**src/rtl/uart_pkg.sv**
```systemverilog
`default_nettype none
// ============================================================================
//  Module      : uart_pkg
//  Description : Shared constants and types for the UART command responder:
//                command/response byte codes and the responder FSM states.
//  Revision    : 1.0  initial release
// ============================================================================
package uart_pkg;

  // Command opcodes received from the host
  localparam logic [7:0] CMD_WRITE = 8'h57;  // 'W'
  localparam logic [7:0] CMD_READ  = 8'h52;  // 'R'

  // Response bytes returned to the host
  localparam logic [7:0] RSP_ACK   = 8'h06;
  localparam logic [7:0] RSP_NAK   = 8'h15;

  // Responder FSM states
  typedef enum logic [2:0] {
    ST_IDLE       = 3'd0,
    ST_GET_ADDR   = 3'd1,
    ST_GET_DATA   = 3'd2,
    ST_REG_ACCESS = 3'd3,
    ST_READ_WAIT  = 3'd4,
    ST_SEND       = 3'd5,
    ST_SEND_HOLD  = 3'd6
  } uart_cmd_state_t;

endpackage : uart_pkg
`default_nettype wire

```
**src/rtl/uart_frame_timer.sv**
```systemverilog
`default_nettype none
// ============================================================================
//  Module      : uart_frame_timer
//  Description : Saturating inter-byte timeout counter. Counts while run is
//                high, clears on clear (clear has priority), and flags expired
//                once the count reaches TIMEOUT_CYCLES-1 while running.
//  Revision    : 1.0  initial release
// ============================================================================
module uart_frame_timer #(
  parameter int TIMEOUT_CYCLES = 100000
) (
  input  logic clk,
  input  logic rst,
  input  logic clear,
  input  logic run,
  output logic expired
);

  // Width is at least one bit so degenerate settings still elaborate
  localparam int              CNT_W  = (TIMEOUT_CYCLES > 1) ? $clog2(TIMEOUT_CYCLES) : 1;
  localparam logic [CNT_W-1:0] C_LAST = CNT_W'(TIMEOUT_CYCLES - 1);

  logic [CNT_W-1:0] r_count;

  // Saturating counter: clear wins over run, stops at the terminal value
  always_ff @(posedge clk or posedge rst) begin
    if (rst) begin
      r_count <= '0;
    end else if (clear) begin
      r_count <= '0;
    end else if (run && (r_count != C_LAST)) begin
      r_count <= r_count + 1'b1;
    end
  end

  assign expired = run && (r_count == C_LAST);

endmodule : uart_frame_timer
`default_nettype wire

```
**src/rtl/uart_cmd_responder.sv**
```systemverilog
`default_nettype none
// ============================================================================
//  Module      : uart_cmd_responder
//  Description : Parses 'W' addr data / 'R' addr frames from the UART receive
//                byte stream, performs the access on an 8-bit register bus and
//                returns ACK, NAK or the read byte on the UART transmit side.
//  Revision    : 1.0  initial release
// ============================================================================
module uart_cmd_responder
  import uart_pkg::*;
#(
  parameter int TIMEOUT_CYCLES = 100000
) (
  input  logic       clk,
  input  logic       rst,
  input  logic       rx_data_valid,
  input  logic [7:0] rx_data,
  input  logic       rx_error,
  input  logic       tx_busy,
  output logic       tx_data_valid,
  output logic [7:0] tx_data,
  output logic [7:0] reg_addr,
  output logic [7:0] reg_wdata,
  output logic       reg_we,
  output logic       reg_re,
  input  logic [7:0] reg_rdata,
  output logic       busy,
  output logic       rx_overrun
);

  uart_cmd_state_t r_state;
  uart_cmd_state_t w_state_next;

  logic       r_is_write;   // latched opcode: 1 = write frame, 0 = read frame
  logic       r_hold_seen;  // SEND_HOLD has already spent its mandatory cycle
  logic [7:0] r_rsp;        // response byte presented on tx_data

  logic w_receiving;
  logic w_responding;
  logic w_accept_byte;      // good byte consumed by the frame parser
  logic w_load_nak;
  logic w_load_ack;
  logic w_timer_run;
  logic w_timer_clear;
  logic w_expired;

  assign w_receiving   = (r_state == ST_IDLE) || (r_state == ST_GET_ADDR) ||
                         (r_state == ST_GET_DATA);
  assign w_responding  = !w_receiving;
  assign w_accept_byte = w_receiving && rx_data_valid && !rx_error;

  // Only mid-frame states are subject to the inter-byte timeout
  assign w_timer_run   = (r_state == ST_GET_ADDR) || (r_state == ST_GET_DATA);
  assign w_timer_clear = rx_data_valid || !w_timer_run;

  uart_frame_timer #(
    .TIMEOUT_CYCLES (TIMEOUT_CYCLES)
  ) u_frame_timer (
    .clk     (clk),
    .rst     (rst),
    .clear   (w_timer_clear),
    .run     (w_timer_run),
    .expired (w_expired)
  );

  // State register
  always_ff @(posedge clk or posedge rst) begin
    if (rst) begin
      r_state <= ST_IDLE;
    end else begin
      r_state <= w_state_next;
    end
  end

  // Next-state decode and single-cycle strobes
  always_comb begin
    w_state_next  = r_state;
    reg_we        = 1'b0;
    reg_re        = 1'b0;
    tx_data_valid = 1'b0;
    w_load_nak    = 1'b0;
    w_load_ack    = 1'b0;
    case (r_state)
      ST_IDLE: begin
        if (rx_data_valid) begin
          if (!rx_error && ((rx_data == CMD_WRITE) || (rx_data == CMD_READ))) begin
            w_state_next = ST_GET_ADDR;
          end else begin
            w_load_nak   = 1'b1;
            w_state_next = ST_SEND;
          end
        end
      end
      ST_GET_ADDR: begin
        // A byte arriving on the expiry cycle still counts
        if (rx_data_valid) begin
          if (rx_error) begin
            w_load_nak   = 1'b1;
            w_state_next = ST_SEND;
          end else if (r_is_write) begin
            w_state_next = ST_GET_DATA;
          end else begin
            w_state_next = ST_REG_ACCESS;
          end
        end else if (w_expired) begin
          w_state_next = ST_IDLE;
        end
      end
      ST_GET_DATA: begin
        if (rx_data_valid) begin
          if (rx_error) begin
            w_load_nak   = 1'b1;
            w_state_next = ST_SEND;
          end else begin
            w_state_next = ST_REG_ACCESS;
          end
        end else if (w_expired) begin
          w_state_next = ST_IDLE;
        end
      end
      ST_REG_ACCESS: begin
        if (r_is_write) begin
          reg_we       = 1'b1;
          w_load_ack   = 1'b1;
          w_state_next = ST_SEND;
        end else begin
          reg_re       = 1'b1;
          w_state_next = ST_READ_WAIT;
        end
      end
      ST_READ_WAIT: begin
        w_state_next = ST_SEND;
      end
      ST_SEND: begin
        if (!tx_busy) begin
          tx_data_valid = 1'b1;
          w_state_next  = ST_SEND_HOLD;
        end
      end
      ST_SEND_HOLD: begin
        // Give the transmitter a cycle to raise busy before trusting it
        if (r_hold_seen && !tx_busy) begin
          w_state_next = ST_IDLE;
        end
      end
      default: begin
        w_state_next = ST_IDLE;
      end
    endcase
  end

  // Frame datapath: opcode, address, write data and response byte
  always_ff @(posedge clk or posedge rst) begin
    if (rst) begin
      r_is_write  <= 1'b0;
      reg_addr    <= 8'h00;
      reg_wdata   <= 8'h00;
      r_rsp       <= 8'h00;
      r_hold_seen <= 1'b0;
    end else begin
      r_hold_seen <= (r_state == ST_SEND_HOLD);
      if (w_accept_byte && (r_state == ST_IDLE)) begin
        r_is_write <= (rx_data == CMD_WRITE);
      end
      if (w_accept_byte && (r_state == ST_GET_ADDR)) begin
        reg_addr <= rx_data;
      end
      if (w_accept_byte && (r_state == ST_GET_DATA)) begin
        reg_wdata <= rx_data;
      end
      if (w_load_nak) begin
        r_rsp <= RSP_NAK;
      end else if (w_load_ack) begin
        r_rsp <= RSP_ACK;
      end else if (r_state == ST_READ_WAIT) begin
        r_rsp <= reg_rdata;
      end
    end
  end

  // Sticky overrun: any byte arriving while a response is in progress
  always_ff @(posedge clk or posedge rst) begin
    if (rst) begin
      rx_overrun <= 1'b0;
    end else if (rx_data_valid && w_responding) begin
      rx_overrun <= 1'b1;
    end
  end

  assign tx_data = r_rsp;
  assign busy    = (r_state != ST_IDLE);

endmodule : uart_cmd_responder
`default_nettype wire

```
**config.mk**
```make
export PLATFORM = sky130hd
export DESIGN_NAME = uart_cmd_responder
export DESIGN_NICKNAME = d
export VERILOG_FILES = /design/src/rtl/uart_pkg.sv /design/src/rtl/uart_frame_timer.sv /design/src/rtl/uart_cmd_responder.sv
export SDC_FILE = /design/constraint.sdc
export NUM_CORES = 1
export LEC_CHECK = 0
export ABC_AREA = 1
export CELL_PAD_IN_SITES_DETAIL_PLACEMENT = 0
export CELL_PAD_IN_SITES_GLOBAL_PLACEMENT = 2
export CORE_MARGIN = 2
export CORE_UTILIZATION = 29
export CTS_CLUSTER_DIAMETER = 200
export DETAILED_ROUTE_END_ITERATION = 10
export PLACE_DENSITY_LB_ADDON = 0.05
export SETUP_SLACK_MARGIN = 0.5
export SKIP_LAST_GASP = 1
export SLEW_MARGIN = 30
export SYNTH_ARGS = -nofsm -noshare
export SYNTH_HDL_FRONTEND = slang
export SYNTH_HIERARCHICAL = 1
export SYNTH_SLANG_ARGS = --single-unit
```
**constraint.sdc**
```tcl
create_clock -name clk -period 2.3 [get_ports clk]
set_clock_uncertainty 0.05 [all_clocks]
set_input_delay 0.46 -clock clk [delete_from_list [all_inputs] [get_ports clk]]
set_output_delay 0.46 -clock clk [all_outputs]
set_load 0.02 [all_outputs]
```
==> results of run 1 <==
[cell usage in the layout (no fill, tap or decap), types with 2 or more instances in the layout]
cell type,netlist,routed
clkinvlp_4,0,2
nor3_2,3,4
o21ai_0,23,23
a21oi_1,5,5
bufinv_16,0,2
inv_1,35,30
clkbuf_8,0,5
inv_4,0,3
nand2_2,3,3
inv_2,3,4
nand3_1,39,38
nand4_1,14,14
dlygate4sd2_1,0,12
xor2_1,3,3
clkdlybuf4s50_1,0,20
dfrtp_2,0,2
o21ai_1,2,2
nand2_1,110,108
nor2_2,4,5
nor2_4,2,4
nor3_1,5,4
nand3_2,1,2
buf_6,1,4
buf_4,2,22
dfrtp_1,47,45
dlymetal6s2s_1,0,13
nand2_8,0,2
nand2_4,1,2
nor2_1,38,35
[layer usage]
layer	vias up	part of all wire (%)	GRT usage, %
li1	1297	-	-
met1	1169	45	19.35
met2	48	51	25.83
met3	4	3.3	2.695
met4	0	0.82	3.267
met5	-	0	0
[state kept, by name (all words and copies together), names as in the netlist]
name / flops
reg_addr: 8
u_frame_timer/r_count: 17
rx_overrun: 1
r_state: 3
reg_wdata: 8
r_is_write: 1
tx_data: 8
r_hold_seen: 1
[Yosys cell counts]
library cell  instances
nand3b_1              1
nand3_4               1
nor4_1                1
inv_1                35
buf_2                 5
nor2_1               38
xnor2_1               1
clkinv_1              1
nor2_2                4
nor2_4                2
buf_6                 1
nand4_1              14
inv_2                 3
a21oi_1               5
o21ai_0              23
a21o_1                1
o21ai_1               2
o21bai_1              1
o31ai_1               1
nand2_2               3
nand3_1              39
xor2_1                3
and2_1                1
dfrtp_1              47
nand2_1             110
ha_1                  1
nor3_1                5
buf_4                 2
nor3_2                3
nand2_4               1
nand3_2               1
or2_2                 1
[where the power goes]
group	total [mW]	leakage, nW	internal (mW)	switching [mW]
sequential	1.21	0.611	1.05	0.156
clock	0.744	0.0644	0.434	0.310
combinational	1.82	1.17	0.724	1.09
total	3.77	1.84	2.21	1.56
[repair_timing]
action | CTS | global route
gates cloned | 0 | 1
setup endpoints to repair | 36 | 38
gates resized for setup | 37 | 43
buffers inserted | 6 | 5
pin swaps | 1 | 4
[worst max path at each step]
stage	to	slack, ps	startpoint	cells past startpoint
floorplan	tx_data_valid	570	r_state[2]	3
global placement	tx_data_valid	8	tx_busy	3
detailed placement	tx_data_valid	-20	tx_busy	3
CTS	busy	400	r_state[0]	6
global route	tx_data_valid	370	r_state[0]	4
finish	tx_data_valid	450	tx_busy	3
[logic make-up after synthesis]
family / count (synthesis) / share of synthesized area [%]
AND/OR/NAND/NOR: 225 / 39.13
buffers and inverters: 47 / 7.549
flip-flops: 47 / 44.91
AO/OA/AOI/OAI: 33 / 6.594
XOR/XNOR: 4 / 1.338
adder cells (fa/ha/maj): 1 / 0.4777
[metrics by stage]
| stage | instances | hold slack [ps] |
|---|---|---|
| after CTS | 532 | 426.8 |
| final | 538 | 414.1 |
| after global routing | 538 | 447.1 |
| after detailed placement | 518 | 396.6 |
| after global placement | 518 | 394.5 |
| after floorplan | 357 | 336.1 |
[worst max-delay path: stages]
cell	delay (ps)
clkdlybuf4s50_1	440
nor4_2	250
buf_4	190
[final cells by class]
type                    count  area [um2]
inverters                  39       165.2
repair buffers             72       683.2
fillers                   920        5097
multi-input cells         264        1325
well taps                 108       135.1
flip-flops and latches     47        1179
clock buffers               5       68.82
clock inverters             3       67.56
==> Flow_metrics.wiki, run 1 <==
{| class="wikitable"
! Metric !! Value
|-
| Core region area || 0.008721 mm2
|-
| Chip Height || 99.03 um
|-
| Utilization after layout || 41.55%
|-
| Number of DRC markers in iteration 0 || 74
|-
| TritonCTS Buffers || 5
|-
| CP Data Required Time || 1790 ps
|-
| Post-CTS clock slew at the launch and capture registers of the worst setup and hold paths || 100 ps
|-
| Drt first pass iters || 4
|-
| Slack of the critical path || 445.2 ps
|-
| Number of placement rows || 34
|-
| Total number of nets in the final design || 451
|-
| Number of nets produced by synthesis || 379
|-
| Type of the most critical hold path || register to register
|-
| CTS Buffer Depth || 2
|-
| CTS H-tree lvls || 2
|-
| Fin Setup TNS || 0 ps
|-
| Netlist cell types || 32
|-
| HPWL Detailed || 5033 um
|-
| Flip-flop and latch count after synthesis || 47
|-
| Post-route DRC violation count || 0
|-
| Number of cells produced by synthesis || 357
|-
| Post-synthesis to final-layout area growth || 38.37%
|-
| Portion of synthesized cell area occupied by the leading cell type || 44.91%
|-
| Portion of the post-synthesis area used by sequential elements || 44.91%
|-
| Finish-stage setup viols || 0
|-
| Status || complete, no violations
|-
| Total power density per cell area || 1041 mW/mm2
|-
| Period utilisation layout || 80.64%
|-
| Clock network latency to the later pin of the worst-skew pair || 300 ps
|-
| Total standard cell area after synthesis || 0.002619 mm2
|-
| Critical path class || input port to output pin
|-
| Average cell area after synthesis || 7.335 um2
|-
| Setup Slack @ Placement || -23.53 ps
|-
| Crit-path max FO || 2
|-
| Cell area after layout || 0.003623 mm2
|-
| Endpoint of the lowest-slack register-to-register path || r_state[2]
|-
| Routability congestion estimate from global placement || 0.7896
|-
| Capturing element type of the critical path || output pin
|-
| Number of synthesis warnings || 6
|-
| Initial Util || 30.03%
|-
| All-layer global routing usage || 14.89%
|-
| Clock sink total || 47
|-
| Vias in the first global route || 2,458
|-
| Total power consumption of the routed design || 3.770 mW
|-
| Detailed-route via count || 2,518
|-
| Remaining Overflow, GRT || 0
|-
| Antenna violations before repair || 0
|-
| ANT cells || 0
|-
| DR WL/cell || 13.30 um
|-
| Destination of the worst hold path || rx_overrun
|-
| Cell count of the worst hold path || 1
|-
| Hold buffer count at cts || 0
|-
| Antenna-violating nets left || 0
|-
| Final count of pins violating max slew || 0
|-
| Max capacitance violation total || 0
|-
| Kind of start point of the critical path || input port
|-
| Start point of the worst hold path || rx_overrun
|-
| Root cell of the clock tree || clkbuf_8
|-
| Worst setup slack for register-to-register paths || 590 ps
|-
| Final-report hold violation count || 0
|-
| Most area-consuming cells after synthesis || dfrtp_1 45%, nand2_1 16%, nand3_1 7.5%, nor2_1 5.4%, inv_1 5.0%
|-
| Total leakage power || 1.844 nW
|-
| Number of cells on the worst reg-to-reg path || 10
|-
| Wire length of the first global-routing pass || 11,870 um
|-
| Overall die width || 99.03 um
|-
| Library cell occupying the most area in the post-synthesis netlist || dfrtp_1
|-
| R2R Path Start || u_frame_timer/r_count[0]
|-
| Transition time at the pin with the least slew margin || 395.7 ps
|-
| DP Area || 0.003283 mm2
|-
| Period minus WS final || 1855 ps
|-
| # IOs || 50
|-
| Worst slew margin relative to its limit || 73.62%
|-
| Maximum clock rate || 539.2 MHz
|-
| Vias per Instance || 4.680
|-
| Overall routed net length || 7154 um
|-
| Area enclosed by the die boundary || 0.009806 mm2
|-
| Highest ir drop seen on vdd || 0.0004522 V
|-
| Arrival time of data at the critical path endpoint || 1340 ps
|-
| Unrepaired setup endpoints after global routing || true
|-
| Port-buffer cells || 49
|-
| CTS tree || yes
|-
| Layout cell share with drive strength beyond 1 || 16.74%
|-
| Largest net degree at the start of global routing || 31
|}
(Power assumes the default switching activity.)
==> run 2, diff against run 1 <==
- CORE_UTILIZATION: 29 -> 26
- clock period: 2.3 -> 1.7 ns (I/O delays scaled with it)
==> Flow_metrics.wiki, run 2 (synthesis results as in run 1) <==
{| class="wikitable"
! Metric !! Value
|-
| Layout cell share with drive strength beyond 1 || 43.86% (was 16.74%)
|-
| Initial Util || 26.79% (was 30.03%)
|-
| DP Area || 0.003654 mm2 (was 0.003283 mm2)
|-
| Antenna violations before repair || 0 (unchanged)
|-
| Setup Slack @ Placement || -368.3 ps (was -23.53 ps)
|-
| Largest Register || u_frame_timer/r_count (unchanged)
|-
| Maximum clock rate || 609.7 MHz
|-
| Top Layer Used || met4 (unchanged)
|-
| Worst hold slack after final layout || 326.3 ps (was 414.1 ps)
|-
| Finish-stage setup viols || 0 (unchanged)
|-
| Transition time at the pin with the least slew margin || 305.2 ps (was 395.7 ps)
|-
| Slowest CP cell || dfrtp_1 (was clkdlybuf4s50_1)
|-
| Fin Setup TNS || 0 ps (unchanged)
|-
| Utilization after layout || 47.73% (was 41.55%)
|-
| CP Data Required Time || 1310 ps (was 1790 ps)
|-
| Final count of pins violating max slew || 0 (unchanged)
|-
| Largest net degree at the start of global routing || 31 (unchanged)
|-
| Type of the most critical hold path || input port to asynchronous set/reset pin (was register to register)
|-
| Clock share of power || 13.3% (was 19.7%)
|-
| Internal power || 3.964 mW (was 2.213 mW)
|-
| Number of DRC markers in iteration 0 || 56 (was 74)
|-
| CTS Buffer Depth || 2 (unchanged)
|-
| Overall routed net length || 8486 um (was 7154 um)
|-
| Sum of met3 wire segment lengths after detailed routing || 260 um (was 235 um)
|-
| Remaining Overflow, GRT || 0 (unchanged)
|-
| Reported net switching power || 2.645 mW (was 1.557 mW)
|-
| HPWL Detailed || 5660 um (was 5033 um)
|-
| Number of placement rows || 36 (was 34)
|-
| TritonCTS Buffers || 5 (unchanged)
|-
| Critical path class || register to output pin (was input port to output pin)
|-
| Total number of nets in the final design || 518 (was 451)
|-
| Final-report hold violation count || 0 (unchanged)
|-
| Area enclosed by the die boundary || 0.01089 mm2 (was 0.009806 mm2)
|-
| Series of cell instances along the critical path || inv_2 > nand2_4 > nor2_4 > inv_2 > buf_6 (was clkdlybuf4s50_1 > nor4_2 > buf_4)
|-
| Unrepaired setup endpoints after global routing || true (unchanged)
|-
| Period minus WS final || 1640 ps
|-
| Drt first pass iters || 4 (unchanged)
|-
| Portion of total power attributed to combinational logic || 61.1% (was 48.1%)
|-
| Post-route DRC violation count || 0 (unchanged)
|-
| Share of total power consumed by net switching || 40.01% (was 41.30%)
|-
| # IOs || 50 (unchanged)
|-
| Wire length of the first global-routing pass || 14,020 um (was 11,870 um)
|-
| Slack of the critical path || 59.87 ps (was 445.2 ps)
|-
| Overall die width || 104.4 um (was 99.03 um)
|-
| Max capacitance violation total || 0 (unchanged)
|-
| Routed met1 length || 4092 um (was 3190 um)
|-
| Highest-count cells in the layout ignoring fill and taps || 92 x nand2_1, 56 x buf_4, 54 x buf_6, 43 x dfrtp_1, 29 x nor2_1 (was 108 x nand2_1, 45 x dfrtp_1, 38 x nand3_1, 35 x nor2_1, 30 x inv_1)
|-
| Vias in the first global route || 2,848 (was 2,458)
|-
| Post-synthesis to final-layout area growth || 78.17% (was 38.37%)
|-
| Total power density per cell area || 1416 mW/mm2 (was 1041 mW/mm2)
|-
| Kind of start point of the critical path || register (was input port)
|-
| Crit-path max FO || 3 (was 2)
|-
| Root cell of the clock tree || clkbuf_8 (unchanged)
|-
| Capturing element type of the critical path || output pin (unchanged)
|-
| Antenna-violating nets left || 0 (unchanged)
|-
| Largest register FFs || 17 (unchanged)
|-
| ANT cells || 0 (unchanged)
|-
| Period utilisation layout || 96.48%
|-
| Cell area after layout || 0.004666 mm2 (was 0.003623 mm2)
|-
| Final instance count without filler cells || 630 (was 538)
|-
| Total power consumption of the routed design || 6.609 mW (was 3.770 mW)
|-
| Total leakage power || 2.185 nW (was 1.844 nW)
|-
| All-layer global routing usage || 15.95% (was 14.89%)
|-
| Cell count after placement || 575 (was 518)
|-
| Highest ir drop seen on vdd || 0.0007071 V (was 0.0004522 V)
|-
| Routability congestion estimate from global placement || 0.7477 (was 0.7896)
|-
| Arrival time of data at the critical path endpoint || 1250 ps (was 1340 ps)
|-
| Status || complete, no violations (unchanged)
|-
| Met2 wire length || 4062 um (was 3669 um)
|-
| Critical path's largest stage delay || 430 ps (was 440 ps)
|-
| Most common cell after layout, fill and taps aside || nand2_1 (unchanged)
|-
| Vias per Instance || 4.489 (was 4.680)
|-
| Port-buffer cells || 49 (unchanged)
|-
| CTS tree || yes (unchanged)
|-
| CTS H-tree lvls || 2 (unchanged)
|-
| Clock sink total || 47 (unchanged)
|-
| Clock network latency to the later pin of the worst-skew pair || 310 ps (was 300 ps)
|-
| Chip Height || 104.4 um (was 99.03 um)
|-
| DR WL/cell || 13.47 um (was 13.30 um)
|-
| Core region area || 0.009774 mm2 (was 0.008721 mm2)
|-
| Detailed-route via count || 2,828 (was 2,518)
|-
| Sequential share of power || 25.6% (was 32.1%)
|-
| Hold buffer count at cts || 0 (unchanged)
|-
| Post-CTS clock slew at the launch and capture registers of the worst setup and hold paths || 100 ps (about the same)
|-
| Library cell appearing most often on the critical path || inv_2
|-
| Worst slew margin relative to its limit || 79.58% (was 73.62%)
|}
[run 2: changes by cell type in the layout (fill, tap and decap cells not counted), moves of 16 or more]
cell and change:
o21ai_1 +19, buf_6 +50, nand2_1 -16, nand3_1 -17
o21ai_0 -22, buf_4 +34
[run 2: critical path, delay by kind of cell (launching register included)]
kind                   cells  cell delay, ps
flip-flops                 1             430
buffers and inverters      3             310
AND/OR/NAND/NOR            2             180
[run 2: final timing paths]
check                              start                  endpoint  slack [ps]  depth (start not counted)
max                           r_state[0]                      busy          60                          5
min                                  rst              reg_wdata[1]         330                          3
max reg2reg                   r_state[1]                r_state[1]         110                          9
min reg2reg                   rx_overrun                rx_overrun         440                          1
max in group asynchronous            rst  u_frame_timer/r_count[6]        1020                          3
min in group clk           rx_data_valid                rx_overrun         350                          2
[run 2: what timing repair did]
action	CTS	global route
buffers inserted	29	14
setup endpoints to repair	75	75
pin swaps	32	18
cloned	3	1
hold endpoints to repair	0	0
resized for setup	250	42
[run 2: final cells by class]
class | count | area (um2)
inverter | 39 | 166.4
clock inverter | 3 | 46.29
clock buffer | 5 | 68.82
tap | 133 | 166.4
sequential | 47 | 1181
fill | 999 | 5109
timing repair inverter | 2 | 23.77
timing repair buffer | 138 | 1396
multi-input combinational | 263 | 1617
[run 2: routing by layer]
layer | global-route usage [%] | vias to the layer above
li1 | - | 1434
met1 | 22.37 | 1358
met2 | 25.72 | 30
met3 | 2.882 | 6
met4 | 3.185 | 0
met5 | 0 | -
[run 2: power by group through the flow]
stage	registers (mW)	logic, mW	clock network [mW]
finish	1.69	4.04	0.882
global route	1.73	4.36	0.958
global placement	1.65	2.74	0
floorplan	1.94	1.16	0
CTS	1.69	3.71	0.930
detailed placement	1.65	2.73	0
==> run 3, diff against run 2 <==
- CORE_MARGIN: 2 -> 1.5
==> Flow_metrics.wiki, run 3 (synthesis results as in run 1) <==
{| class="wikitable"
! Metric !! Value
|-
| Status || complete, no violations (unchanged)
|-
| Post-synthesis to final-layout area growth || 64.36% (was 78.17%)
|-
| Cell area after layout || 0.004304 mm2 (was 0.004666 mm2)
|-
| Critical path buffers and inverters || 4 (was 3)
|-
| Maximum clock rate || 611.6 MHz (was 609.7 MHz)
|-
| Overall routed net length || 7864 um (was 8486 um)
|-
| Cell count after placement || 571 (was 575)
|-
| Fin Setup TNS || 0 ps (unchanged)
|-
| Slowest CP cell || dfrtp_1 (unchanged)
|-
| Highest ir drop seen on vdd || 0.0005708 V (was 0.0007071 V)
|-
| Chip Height || 103.4 um (was 104.4 um)
|-
| Setup Slack @ Placement || -354.6 ps (was -368.3 ps)
|-
| Worst slew margin relative to its limit || 72.73% (was 79.58%)
|-
| Antenna-violating nets left || 0 (unchanged)
|-
| # IOs || 50 (unchanged)
|-
| Number of DRC markers in iteration 0 || 72 (was 56)
|-
| Series of cell instances along the critical path || buf_6 > inv_4 > nand2_4 > nor2_4 > inv_2 > buf_6 (was inv_2 > nand2_4 > nor2_4 > inv_2 > buf_6)
|-
| All-layer global routing usage || 15.96% (was 15.95%)
|-
| Remaining Overflow, GRT || 0 (unchanged)
|-
| ANT cells || 0 (unchanged)
|-
| Area enclosed by the die boundary || 0.01068 mm2 (was 0.01089 mm2)
|-
| Root cell of the clock tree || clkbuf_8 (unchanged)
|-
| Top cell family by delay on the critical path || flip-flops (unchanged)
|-
| DR WL/cell || 12.83 um (was 13.47 um)
|-
| Transition time at the pin with the least slew margin || 409.1 ps (was 305.2 ps)
|-
| Total leakage power || 2.038 nW (was 2.185 nW)
|-
| Kind of start point of the critical path || register (unchanged)
|-
| Port-buffer cells || 49 (unchanged)
|-
| Antenna violations before repair || 0 (unchanged)
|-
| Post-route DRC violation count || 0 (unchanged)
|-
| Vias per Instance || 4.432 (was 4.489)
|-
| Critical path class || register to output pin (unchanged)
|-
| Unrepaired setup endpoints after global routing || true (unchanged)
|-
| Detailed-route via count || 2,717 (was 2,828)
|-
| Period minus WS final || 1635 ps (was 1640 ps)
|-
| Vias in the first global route || 2,702 (was 2,848)
|-
| Total power consumption of the routed design || 6.120 mW (was 6.609 mW)
|-
| Post-CTS clock slew at the launch and capture registers of the worst setup and hold paths || 100 ps (about the same)
|-
| Core region area || 0.009774 mm2 (unchanged)
|-
| Type of the most critical hold path || input port to asynchronous set/reset pin (unchanged)
|-
| Final-report hold violation count || 0 (unchanged)
|-
| Final count of pins violating max slew || 0 (unchanged)
|-
| Crit-path max FO || 3 (unchanged)
|-
| Finish-stage setup viols || 0 (unchanged)
|-
| CTS Buffer Depth || 2 (unchanged)
|-
| Drt first pass iters || 4 (unchanged)
|-
| Critical path's largest stage delay || 420 ps (was 430 ps)
|-
| Capturing element type of the critical path || output pin (unchanged)
|-
| HPWL Detailed || 5582 um (was 5660 um)
|-
| Highest-count cells in the layout ignoring fill and taps || 103 x nand2_1, 57 x buf_4, 43 x dfrtp_1, 41 x buf_6, 30 x nor2_1 (was 92 x nand2_1, 56 x buf_4, 54 x buf_6, 43 x dfrtp_1, 29 x nor2_1)
|-
| Most common cell after layout, fill and taps aside || nand2_1 (unchanged)
|-
| Total power density per cell area || 1422 mW/mm2 (was 1416 mW/mm2)
|-
| Total number of nets in the final design || 501 (was 518)
|-
| CTS tree || yes (unchanged)
|-
| Overall die width || 103.4 um (was 104.4 um)
|-
| Max capacitance violation total || 0 (unchanged)
|-
| Largest Register || u_frame_timer/r_count (unchanged)
|-
| TritonCTS Buffers || 5 (unchanged)
|-
| CTS H-tree lvls || 2 (unchanged)
|-
| Layout cell share with drive strength beyond 1 || 36.88% (was 43.86%)
|-
| Largest register FFs || 17 (unchanged)
|-
| CP Data Required Time || 1310 ps (about the same)
|-
| Slack of the critical path || 65.00 ps (was 59.87 ps)
|-
| Period utilisation layout || 96.18% (was 96.48%)
|-
| Filler Cell Count || 1,056 (was 999)
|-
| Clock sink total || 47 (unchanged)
|-
| Final instance count without filler cells || 613 (was 630)
|-
| Hold buffer count at cts || 0 (unchanged)
|-
| Number of placement rows || 36 (unchanged)
|-
| Arrival time of data at the critical path endpoint || 1240 ps (was 1250 ps)
|-
| Clock network latency to the later pin of the worst-skew pair || 300 ps (was 310 ps)
|-
| Initial Util || 26.79% (unchanged)
|-
| DP Area || 0.003636 mm2 (was 0.003654 mm2)
|-
| Largest net degree at the start of global routing || 31 (unchanged)
|-
| Library cell appearing most often on the critical path || buf_6 (was inv_2)
|-
| Routability congestion estimate from global placement || 0.7390 (was 0.7477)
|-
| Wire length of the first global-routing pass || 13,260 um (was 14,020 um)
|}
run 3: cell count changes in the layout (fill, tap and decap cells not counted), sizes merged:
cell           change
buf               -15
clkdlybuf4s50      +1
clkinv             +1
clkinvlp           -2
dlygate4sd2        +1
dlymetal6s2s       -2
inv                -1
run 3: metrics by stage:
stage / hold slack (ps) / util, %
detailed placement: 398.2 / 37.20
floorplan: 216.1 / -
CTS: 323.3 / 41.42
finish: 324.2 / 44.03
global route: 387.0 / 44.03
global placement: 397.7 / 37.20
run 3: power by group:
part | internal, mW | switching [mW]
logic | 1.83 | 1.76
registers | 1.43 | 0.242
clock network | 0.439 | 0.421
run 3: area by class of cell:
type | instances | area, um2 | area share [%]
multi-input cells | 263 | 1489 | 34.59
repair buffers | 123 | 1189 | 27.62
flip-flops and latches | 47 | 1181 | 27.44
inverters | 39 | 166.4 | 3.866
well taps | 133 | 166.4 | 3.866
clock buffers | 5 | 68.82 | 1.599
clock inverters | 3 | 43.79 | 1.017
run 3: what timing repair did:
item / 4_1_cts / 5_1_grt
resized for setup: 212 / 27
setup endpoints to repair: 74 / 74
pin swaps: 12 / 14
setup buffers: 16 / 18
run 3: tightest hold or removal path, delay by kind of cell:
kind,cells,cell delay (ps)
buffers and inverters,3,730
run 3: metal layers:
layer	track usage [%]	up-vias	share of wire, %
met2	24.84	36	44
met3	2.755	5	2.8
li1	-	1396	-
met5	0	-	0
met1	23.19	1280	52
met4	3.534	0	0.74
run 3: worst paths after layout:
kind | depth (start not counted) | slack, ps | startpoint | end
min reg2reg | 2 | 470 | reg_addr[5] | reg_addr[5]
min in group clk | 2 | 430 | rx_data_valid | rx_overrun
max reg2reg | 12 | 110 | r_state[1] | r_is_write
max | 6 | 70 | r_state[1] | busy
min | 3 | 320 | rst | u_frame_timer/r_count[2]
max in group asynchronous | 3 | 900 | rst | r_state[2]
==> edit (config.mk and constraints of run 3) <==
`TIMEOUT_CYCLES` is set to 100000 in 2 places; all go to 200000.
--- a/src/rtl/uart_frame_timer.sv
+++ b/src/rtl/uart_frame_timer.sv
@@ -9,3 +9,3 @@
 module uart_frame_timer #(
-  parameter int TIMEOUT_CYCLES = 100000
+  parameter int TIMEOUT_CYCLES = 200000
 ) (
--- a/src/rtl/uart_cmd_responder.sv
+++ b/src/rtl/uart_cmd_responder.sv
@@ -11,3 +11,3 @@
 #(
-  parameter int TIMEOUT_CYCLES = 100000
+  parameter int TIMEOUT_CYCLES = 200000
 ) (
Check against the original RTL: no difference found for any inputs over 10 cycles, from zero or initial values and one cycle with rst high; that may be too few to reach the edited logic, so the function may still have changed.
==> edit against run 3 <==
Sequential cell count up 1; clock power increased by 36%; worst setup slack worse by 0.075 ns; synthesized area increased by 3.0%; the run now ends with setup timing left; global-route usage is 0.25 points lower; highest routed layer unchanged; power up 2.7%; maximum frequency down 4.4%; combinational power is 5% lower; utilization up 1.9 points; largest power group unchanged; final area rose by 5.7%; critical path type unchanged; routed wire length increased by 7.3%.
==> edit: results (changes against run 3) <==
.. list-table::
   :header-rows: 1

   * - Metric
     - Value
   * - Number of instances in the synthesized netlist
     - 373 (was 357)
   * - Mean number of vias per cell
     - 4.45 (was 4.43)
   * - Met3 demand-to-capacity share in global routing
     - 0.0237 (was 0.0276)
   * - Largest stage delay on the critical path
     - 0.46 ns (was 0.42 ns)
   * - Result of the run
     - finished, violations left (was finished clean)
   * - Number of placed instances with taps included
     - 597 (was 571)
   * - Fraction of layout cells with a size suffix above 1
     - 0.415 (was 0.369)
   * - Overall via count from detail_route
     - 2,821 (was 2,717)
   * - Setup slack on the worst flop-to-flop path
     - 0.05 ns (was 0.11 ns)
   * - Slew at the pin with the worst max-slew slack
     - 0.321 ns (was 0.409 ns)
   * - Worst Path Arrival
     - 1.32 ns (was 1.24 ns)
   * - Number of flip-flops under the largest register name
     - 18 (was 17)
   * - Top cells by area in the synthesized netlist
     - sky130_fd_sc_hd__dfrtp_1, sky130_fd_sc_hd__nand2_1, sky130_fd_sc_hd__nor2_1, sky130_fd_sc_hd__inv_1, sky130_fd_sc_hd__o21ai_0 (was sky130_fd_sc_hd__dfrtp_1, sky130_fd_sc_hd__nand2_1, sky130_fd_sc_hd__nand3_1, sky130_fd_sc_hd__nor2_1, sky130_fd_sc_hd__inv_1)
   * - Number of fillers in the final layout
     - 1,013 (was 1,056)
   * - Global-route wire length before repair
     - 13.8 mm (was 13.3 mm)
   * - GRT Total Usage
     - 0.157 (was 0.160)
   * - Static leakage power
     - 2.14 nW (was 2.04 nW)
   * - Number of cells on the worst reg-to-reg path
     - 10 (was 12)
   * - Initial detailed-routing violation count
     - 58 (was 72)
   * - End of the worst register-to-register path
     - u_frame_timer/r_count[15] (was r_is_write)
   * - Post-detailed-placement half-perimeter wirelength
     - 5.81 mm (was 5.58 mm)
   * - Worst ir drop on vdd
     - 0.591 mV (was 0.571 mV)
   * - Met1 usage in global routing
     - 0.188 (was 0.232)
   * - Fraction of the yosys area taken by sequential cells
     - 0.445 (was 0.449)
   * - Post-Synthesis Net Count
     - 395 (was 379)
   * - Hold slack
     - 0.329 ns (was 0.324 ns)
   * - Violations in the final reports
     - setup timing
   * - Setup slack after layout
     - -0.00975 ns (was 0.0650 ns)
   * - Final setup violating endpoints
     - 1 (was 0)
[edit: power by group]
group          switching (mW)  internal, mW
clock                   0.430         0.736
combinational            1.73          1.67
sequential              0.261          1.46
[edit: through the flow]
| step | setup TNS, ns | worst slack (ns) | utilization | instance area (um2) | power (mW) |
|---|---|---|---|---|---|
| 2_1_floorplan | 0 | 0.163 | - | 2790 | 3.05 |
| 3_3_place_gp | -1.88 | -0.381 | 0.379 | 3760 | 4.21 |
| 3_5_place_dp | -2.02 | -0.375 | 0.379 | 3760 | 4.21 |
| 4_1_cts | -0.0399 | -0.0331 | 0.432 | 4280 | 6.01 |
| 5_1_grt | -0.224 | -0.0722 | 0.459 | 4550 | 6.66 |
| 6_report | -0.00975 | -0.00975 | 0.459 | 4550 | 6.28 |
[edit: timing repair]
action	in CTS	in global routing
gates resized for setup	227	54
pin swaps	22	12
hold buffers	0	0
setup buffers	16	11
gates cloned	1	1
endpoints found under the setup margin	75	76
[edit: worst max-delay path: cells and delay by family (launching register included)]
family / cells / cell delay, ns
DFF: 1 / 0.46
and+or+nand+nor: 1 / 0.24
buffers and inverters: 2 / 0.31
[edit: logic make-up after synthesis]
| group | share of synthesized area |
|---|---|
| compound gates | 0.0640 |
| xor+xnor | 0.0292 |
| fa+ha+maj | 0.00464 |
| buf+inv | 0.0807 |
| flops | 0.445 |
| simple gates | 0.376 |
[edit: cell type report]
type / instances / area share
Sequential cell: 48 / 0.265
Multi-Input combinational cell: 277 / 0.359
Timing Repair Buffer: 128 / 0.267
Clock inverter: 3 / 0.0198
Clock buffer: 5 / 0.0151
Inverter: 40 / 0.0369
Tap cell: 133 / 0.0366
[edit: worst max-delay path by stage]
stage | start | end | cells after the start
after floorplan | u_frame_timer/r_count[1] | r_state[1] | 8
after global placement | tx_busy | tx_data_valid | 3
after detailed placement | tx_busy | tx_data_valid | 3
after CTS | r_state[1] | tx_data_valid | 3
after global routing | r_state[1] | tx_data_valid | 3
final | r_state[1] | tx_data_valid | 3
[edit: per-layer routing]
layer  up-vias  routed length [um]
met5         -                   0
met4         0                  92
met3         6                 171
met2        37                4500
met1      1339                3670
li1       1439                   -
